**config.mk**
```make
export PLATFORM = sky130hd
export DESIGN_NAME = vga_button_conditioner
export DESIGN_NICKNAME = d
export VERILOG_FILES = /design/src/rtl/vga_button_conditioner_pkg.sv /design/src/rtl/vga_button_conditioner_debounce_channel.sv /design/src/rtl/vga_button_conditioner.sv
export SDC_FILE = /design/constraint.sdc
export NUM_CORES = 1
export LEC_CHECK = 0
export ABC_AREA = 1
export CAP_MARGIN = 25
export CORE_MARGIN = 2
export CORE_UTILIZATION = 45
export CTS_BUF_LIST = sky130_fd_sc_hd__clkbuf_4 sky130_fd_sc_hd__clkbuf_8 sky130_fd_sc_hd__clkbuf_16
export CTS_CLUSTER_DIAMETER = 200
export DETAILED_ROUTE_END_ITERATION = 10
export PLACE_DENSITY = 0.65
export SETUP_SLACK_MARGIN = 0.5
export SYNTH_ARGS = -nofsm -noshare
export SYNTH_HDL_FRONTEND = slang
export SYNTH_SLANG_ARGS = --single-unit
```
**constraint.sdc**
```tcl
create_clock -name sysclk -period 1.5 [get_ports sysclk]
set_input_delay 0.225 -clock sysclk [delete_from_list [all_inputs] [get_ports sysclk]]
set_output_delay 0.225 -clock sysclk [all_outputs]
set_load 0.01 [all_outputs]
```
**src/rtl/vga_button_conditioner_pkg.sv**
```systemverilog
// Shared definitions for the VGA button conditioner: button bit indices,
// default timing constants (50 MHz sysclk) and the auto-repeat state type.
package vga_button_conditioner_pkg;

  localparam int BTN_E = 0;
  localparam int BTN_W = 1;
  localparam int BTN_N = 2;
  localparam int BTN_S = 3;
  localparam int BTN_F = 4;

  localparam int DEF_DEBOUNCE_CYCLES = 500000;
  localparam int DEF_REPEAT_DELAY    = 25000000;
  localparam int DEF_REPEAT_RATE     = 5000000;
  localparam int DEF_CNT_W           = 25;

  typedef enum logic [1:0] {
    IDLE   = 2'd0,
    DELAY  = 2'd1,
    REPEAT = 2'd2
  } repeat_state_t;

endpackage

```
**src/rtl/vga_button_conditioner_debounce_channel.sv**
```systemverilog
// One button channel: two-flop synchroniser, stability-count debounce and
// a registered press strobe. The next debounced level is exported so the
// repeat logic can act in the same cycle that the level changes.
module debounce_channel
  import vga_button_conditioner_pkg::*;
#(
  parameter int DEBOUNCE_CYCLES = DEF_DEBOUNCE_CYCLES,
  parameter int CNT_W           = DEF_CNT_W
) (
  input  logic sysclk,
  input  logic reset,
  input  logic raw,
  output logic level,
  output logic press,
  output logic level_next,
  output logic rise
);

  localparam logic [CNT_W-1:0] CNT_LAST = CNT_W'(DEBOUNCE_CYCLES - 1);
  localparam logic [CNT_W-1:0] CNT_ONE  = CNT_W'(1);

  logic             sync1;
  logic             sync2;
  logic [CNT_W-1:0] cnt;
  logic [CNT_W-1:0] cnt_next;

  // Accept the synchronised input only after it has differed for the full window
  always_comb begin
    cnt_next   = '0;
    level_next = level;
    if (sync2 == level) begin
      cnt_next = '0;
    end else if (cnt == CNT_LAST) begin
      level_next = sync2;
      cnt_next   = '0;
    end else begin
      cnt_next = cnt + CNT_ONE;
    end
  end

  assign rise = level_next & ~level;

  // Synchroniser, debounce state and press strobe registers
  always_ff @(posedge sysclk) begin
    if (reset) begin
      sync1 <= 1'b0;
      sync2 <= 1'b0;
      cnt   <= '0;
      level <= 1'b0;
      press <= 1'b0;
    end else begin
      sync1 <= raw;
      sync2 <= sync1;
      cnt   <= cnt_next;
      level <= level_next;
      press <= rise;
    end
  end

endmodule

```
**src/rtl/vga_button_conditioner.sv**
```systemverilog
// Conditions the raw board buttons for vgadriver: debounced levels, press
// strobes, per-direction auto-repeat movement strobes and a func toggle.
module vga_button_conditioner
  import vga_button_conditioner_pkg::*;
#(
  parameter int DEBOUNCE_CYCLES = DEF_DEBOUNCE_CYCLES,
  parameter int REPEAT_DELAY    = DEF_REPEAT_DELAY,
  parameter int REPEAT_RATE     = DEF_REPEAT_RATE,
  parameter int CNT_W           = DEF_CNT_W
) (
  input  logic       sysclk,
  input  logic       reset,
  input  logic       East,
  input  logic       West,
  input  logic       North,
  input  logic       South,
  input  logic       func_switch,
  output logic [4:0] btn_state,
  output logic [4:0] btn_press,
  output logic [3:0] dir_step,
  output logic       func_mode
);

  localparam logic [CNT_W-1:0] DELAY_LAST = CNT_W'(REPEAT_DELAY - 1);
  localparam logic [CNT_W-1:0] RATE_LAST  = CNT_W'(REPEAT_RATE - 1);
  localparam logic [CNT_W-1:0] RC_ONE     = CNT_W'(1);

  logic [4:0] raw;
  logic [4:0] level_next;
  logic [4:0] rise;
  logic       unused_func;

  assign raw[BTN_E] = East;
  assign raw[BTN_W] = West;
  assign raw[BTN_N] = North;
  assign raw[BTN_S] = South;
  assign raw[BTN_F] = func_switch;

  // func has no auto-repeat, so its look-ahead signals go nowhere
  assign unused_func = level_next[BTN_F] ^ rise[BTN_F];

  for (genvar i = 0; i < 5; i++) begin : g_chan
    debounce_channel #(
      .DEBOUNCE_CYCLES(DEBOUNCE_CYCLES),
      .CNT_W          (CNT_W)
    ) u_chan (
      .sysclk    (sysclk),
      .reset     (reset),
      .raw       (raw[i]),
      .level     (btn_state[i]),
      .press     (btn_press[i]),
      .level_next(level_next[i]),
      .rise      (rise[i])
    );
  end

  for (genvar d = 0; d < 4; d++) begin : g_repeat
    repeat_state_t    state;
    repeat_state_t    state_next;
    logic [CNT_W-1:0] rc;
    logic [CNT_W-1:0] rc_next;
    logic             step;
    logic             step_next;

    // Release (next level low) overrides everything, including a terminal count
    always_comb begin
      state_next = state;
      rc_next    = rc;
      step_next  = 1'b0;
      if (!level_next[d]) begin
        state_next = IDLE;
        rc_next    = '0;
      end else begin
        case (state)
          IDLE: begin
            rc_next = '0;
            if (rise[d]) begin
              step_next  = 1'b1;
              state_next = DELAY;
            end else begin
              state_next = IDLE;
            end
          end
          DELAY: begin
            if (rc == DELAY_LAST) begin
              step_next  = 1'b1;
              rc_next    = '0;
              state_next = REPEAT;
            end else begin
              rc_next = rc + RC_ONE;
            end
          end
          REPEAT: begin
            if (rc == RATE_LAST) begin
              step_next = 1'b1;
              rc_next   = '0;
            end else begin
              rc_next = rc + RC_ONE;
            end
          end
          default: begin
            state_next = IDLE;
            rc_next    = '0;
          end
        endcase
      end
    end

    // Repeat state, counter and registered movement strobe
    always_ff @(posedge sysclk) begin
      if (reset) begin
        state <= IDLE;
        rc    <= '0;
        step  <= 1'b0;
      end else begin
        state <= state_next;
        rc    <= rc_next;
        step  <= step_next;
      end
    end

    assign dir_step[d] = step;
  end

  // func_mode flips the cycle after each debounced func press
  always_ff @(posedge sysclk) begin
    if (reset) begin
      func_mode <= 1'b0;
    end else begin
      func_mode <= func_mode ^ btn_press[BTN_F];
    end
  end

endmodule

```
==> run_results.csv <==
group,metric,value,unit
status,outcome,"complete, but fails checks",
clocking,ctsHoldBuffers,0,
flow_run,max_cap_viol_count,0,
finish,antenna_cells_inserted,0,
worst_setup_path,critPathArrivalTime,2090,ps
synth,syn-instance-count,2183,
sta,layout_worst_path_cycle_share,109,%
clocking,cts_root_buf,"sky130_fd_sc_hd__clkbuf_16",
detailed_routing,drtAntennaViolNets,0,
die,start_util,45.4,%
finish,layout-drive-gt1-share,42.1,%
synth,post_synth_instance_area,14700,µm²
sta,grt_setup_unrepaired,"yes",
hold_path,hp_class,"input pin to register",
worst_setup_path,worstPathRequired,1960,ps
worst_setup_path,worstSetupEndpointType,"register",
synth,mappedNetlistNets,2215,
die,floorplan.die.height,185,µm
die,design.core.area,32400,µm²
sta,report.final.setup_viol,146,
synth,ys.warnings.count,0,
worst_setup_path,setup.reg_to_reg.worst_slack,-130,ps
synth,synthTopCellsByCount,"511 x sky130_fd_sc_hd__nand2_1, 351 x sky130_fd_sc_hd__nor2_1, 275 x sky130_fd_sc_hd__inv_1, 258 x sky130_fd_sc_hd__dfxtp_1, 171 x sky130_fd_sc_hd__nand3_1",
grt,grt_pass1_vias,15100,
finish,fillCellCount,2536,
sta,fmax,612,MHz
power_and_ir_drop,static-leakage-power,8.59,nW
die,design.portCount,22,
synth,yosys.area.top_type_share,35.2,%
power_and_ir_drop,p_seq_share,47.0,%
power_and_ir_drop,power_per_cell_area,658,nW/µm²
place,port_buffers,21,
clocking,cts_bufs_inserted,30,
detailed_routing,drt_iter0_drc,1207,
clocking,cts_num_sinks,258,
synth,yosys.cell_types.count,48,
sta,tightestPinTransition,450,ps
clocking,clock_latency,570,ps
power_and_ir_drop,power_switching,3.08,mW
detailed_routing,drc_errors,0,
clocking,cts_max_level,1,
clocking,cts.reportedPaths.clkPinSlew,60,ps
synth,post-synth-top-area-cell,"sky130_fd_sc_hd__dfxtp_1",
synth,yosys_most_used_dff,"sky130_fd_sc_hd__dfxtp_1",
place,place.detailed.hpwl,27700,µm
sta,fin_skew,12.4,ps
synth,number_of_register_bits_inferred_by_synthesis,258,
power_and_ir_drop,vdd_ir_drop_max,0.000909,V
sta,setup_tns,-10720,ps
synth,ffs_w_async_s_r_synth,0,%
place,total_instance_count_after_detailed_placement,2915,
sta,max-slew-margin-rel,69.8,%
place,detailedPlace.worstSlack,-333,ps
detailed_routing,via_count,15700,
synth,yosysMostFrequentCell,"sky130_fd_sc_hd__nand2_1",
synth,synth_area_per_cell,6.73,µm²
clocking,deepest_clock_path_buffer_count,3,
grt,global_route.overflow_total,0,
power_and_ir_drop,comb_power_share,1.4,%
detailed_routing,routed_wirelength,43600,µm
grt,gr-usage-all-layers,23.8,%
clocking,tritoncts,"done",
synth,synth_enable_flop_cells,0,
die,die_w,185,µm
grt,grt_max_degree,26,
detailed_routing,wl_per_cell,14.2,µm
power_and_ir_drop,power.internal,11.5,mW
power_and_ir_drop,sw_frac_of_total,21.1,%
finish,finalNonFillerCells,3070,
power_and_ir_drop,clock_power_share,51.6,%
detailed_routing,via_per_inst,5.12,
worst_setup_path,cp-start-kind,"register",
sta,post-route-worst-setup-slack,-133,ps
sta,layout_min_cycle_time,1630,ps
finish,final-seq-area,5300,µm²
worst_setup_path,worstPathMaxFanout,3,
power_and_ir_drop,power.total,14.6,mW
worst_setup_path,timing_worst_setup_path_type,"register to register",
die,floorplan.rows,66,
grt,initial_antenna_violation_count,0,
synth,synth.yosys.seq_area_share,35.2,%
finish,final_nets,2638,
status,failed_checks,"negative setup slack",
place,gp_routability_congestion,0.943,
sta,report.final.hold_viol_count,0,
finish,layout_area_growth_over_synthesis,51.0,%
grt,grt_pass1_wl,68300,µm
synth,synthTopCellsByArea,"sky130_fd_sc_hd__dfxtp_1 35%, sky130_fd_sc_hd__nand2_1 13%, sky130_fd_sc_hd__nor2_1 9.0%",
finish,multi_input_comb_area,10300,µm²
die,fp.dieArea,34100,µm²
detailed_routing,drtPass1Iterations,6,
sta,finalMaxSlewViolations,0,
sta,hold_slack,171,ps
-- state kept, by name (all words and copies together) (netlist names) --
register	flops
g_chan.u_chan.cnt	125
g_repeat.rc	100
g_repeat.state	8
g_chan.u_chan.level	5
g_chan.u_chan.press	5
g_chan.u_chan.sync1	5
g_chan.u_chan.sync2	5
g_repeat.step	4
func_mode	1
-- through the flow --
stage	util, %	area, µm²
after detailed placement	56.4	18300
after global placement	56.4	18300
final	68.5	22200
after floorplan	-	15400
after global routing	68.5	22200
after CTS	64.1	20800
-- worst max-delay path, cell delays in order (launching register included) --
cell                      delay [ps]
sky130_fd_sc_hd__dfxtp_4         360
sky130_fd_sc_hd__ha_4            150
sky130_fd_sc_hd__nand2_4          60
sky130_fd_sc_hd__buf_6           130
sky130_fd_sc_hd__nor2_4          110
sky130_fd_sc_hd__buf_4           120
sky130_fd_sc_hd__nand4_1         140
sky130_fd_sc_hd__nor2_1          220
sky130_fd_sc_hd__xnor2_1         160
sky130_fd_sc_hd__nor2_1           70
-- layout by cell type, fill, tap and decap left out, types with 70 or more instances in the layout --
cell and instances:
sky130_fd_sc_hd__dfxtp_2 70, sky130_fd_sc_hd__buf_4 320, sky130_fd_sc_hd__nand3_1 147, sky130_fd_sc_hd__inv_1 240, sky130_fd_sc_hd__nor2_2 71, sky130_fd_sc_hd__buf_6 72
sky130_fd_sc_hd__nor2_1 247, sky130_fd_sc_hd__nor3_2 99, sky130_fd_sc_hd__nor2_4 73, sky130_fd_sc_hd__nand2_1 437, sky130_fd_sc_hd__dfxtp_1 175
-- power by group through the flow --
stage	registers [mW]	logic, mW	clock network, mW
after floorplan	7.03	0.0789	0
after global placement	7.03	0.143	0
after detailed placement	7.03	0.145	0
after CTS	6.87	0.185	7.68
after global routing	6.86	0.221	7.95
final	6.86	0.209	7.53
-- logic make-up (layout without fill, tap and decap cells) --
| group | Yosys count | in the layout | share of synthesized area (%) |
|---|---|---|---|
| simple gates | 1377 | 1383 | 44.3 |
| buf+inv | 334 | 772 | 9.96 |
| flops | 258 | 258 | 35.2 |
| compound gates | 126 | 127 | 4.72 |
| xor+xnor | 63 | 63 | 3.76 |
| fa+ha+maj | 25 | 25 | 2.13 |
-- final cells by class --
class / instances / share of cell area, %
clock buffer: 46 / 4.37
inverter: 287 / 5.09
timing repair buffer: 431 / 17.5
tap: 442 / 2.49
sequential: 258 / 23.9
multi-input combinational: 1598 / 46.3
clock inverter: 8 / 0.293
-- metal layers --
layer  track usage (%)  up-vias  wire [µm]
met3              3.08       90       1850
met4              6.92        0       1090
met5                 0        -          0
met2              42.2      412      21900
li1                  -     7845          -
met1              30.1     7357      18800
-- timing repair --
item | CTS | global route
resized for setup | 321 | 277
pin swaps | 97 | 98
cloned | 8 | 7
setup endpoints to repair | 262 | 262
endpoints found under the hold margin | 0 | 0
setup buffers | 51 | 35
-- final timing paths --
path	from	to	depth (start not counted)
hold reg to reg	g_chan[2].u_chan.sync1	g_chan[2].u_chan.sync2	2
hold / removal	East	g_chan[0].u_chan.sync1	3
setup reg to reg	g_chan[1].u_chan.cnt[0]	g_chan[1].u_chan.cnt[18]	9
setup / recovery	g_chan[1].u_chan.cnt[0]	g_chan[1].u_chan.cnt[18]	9
Note: power is estimated with default switching activity, not from simulation.
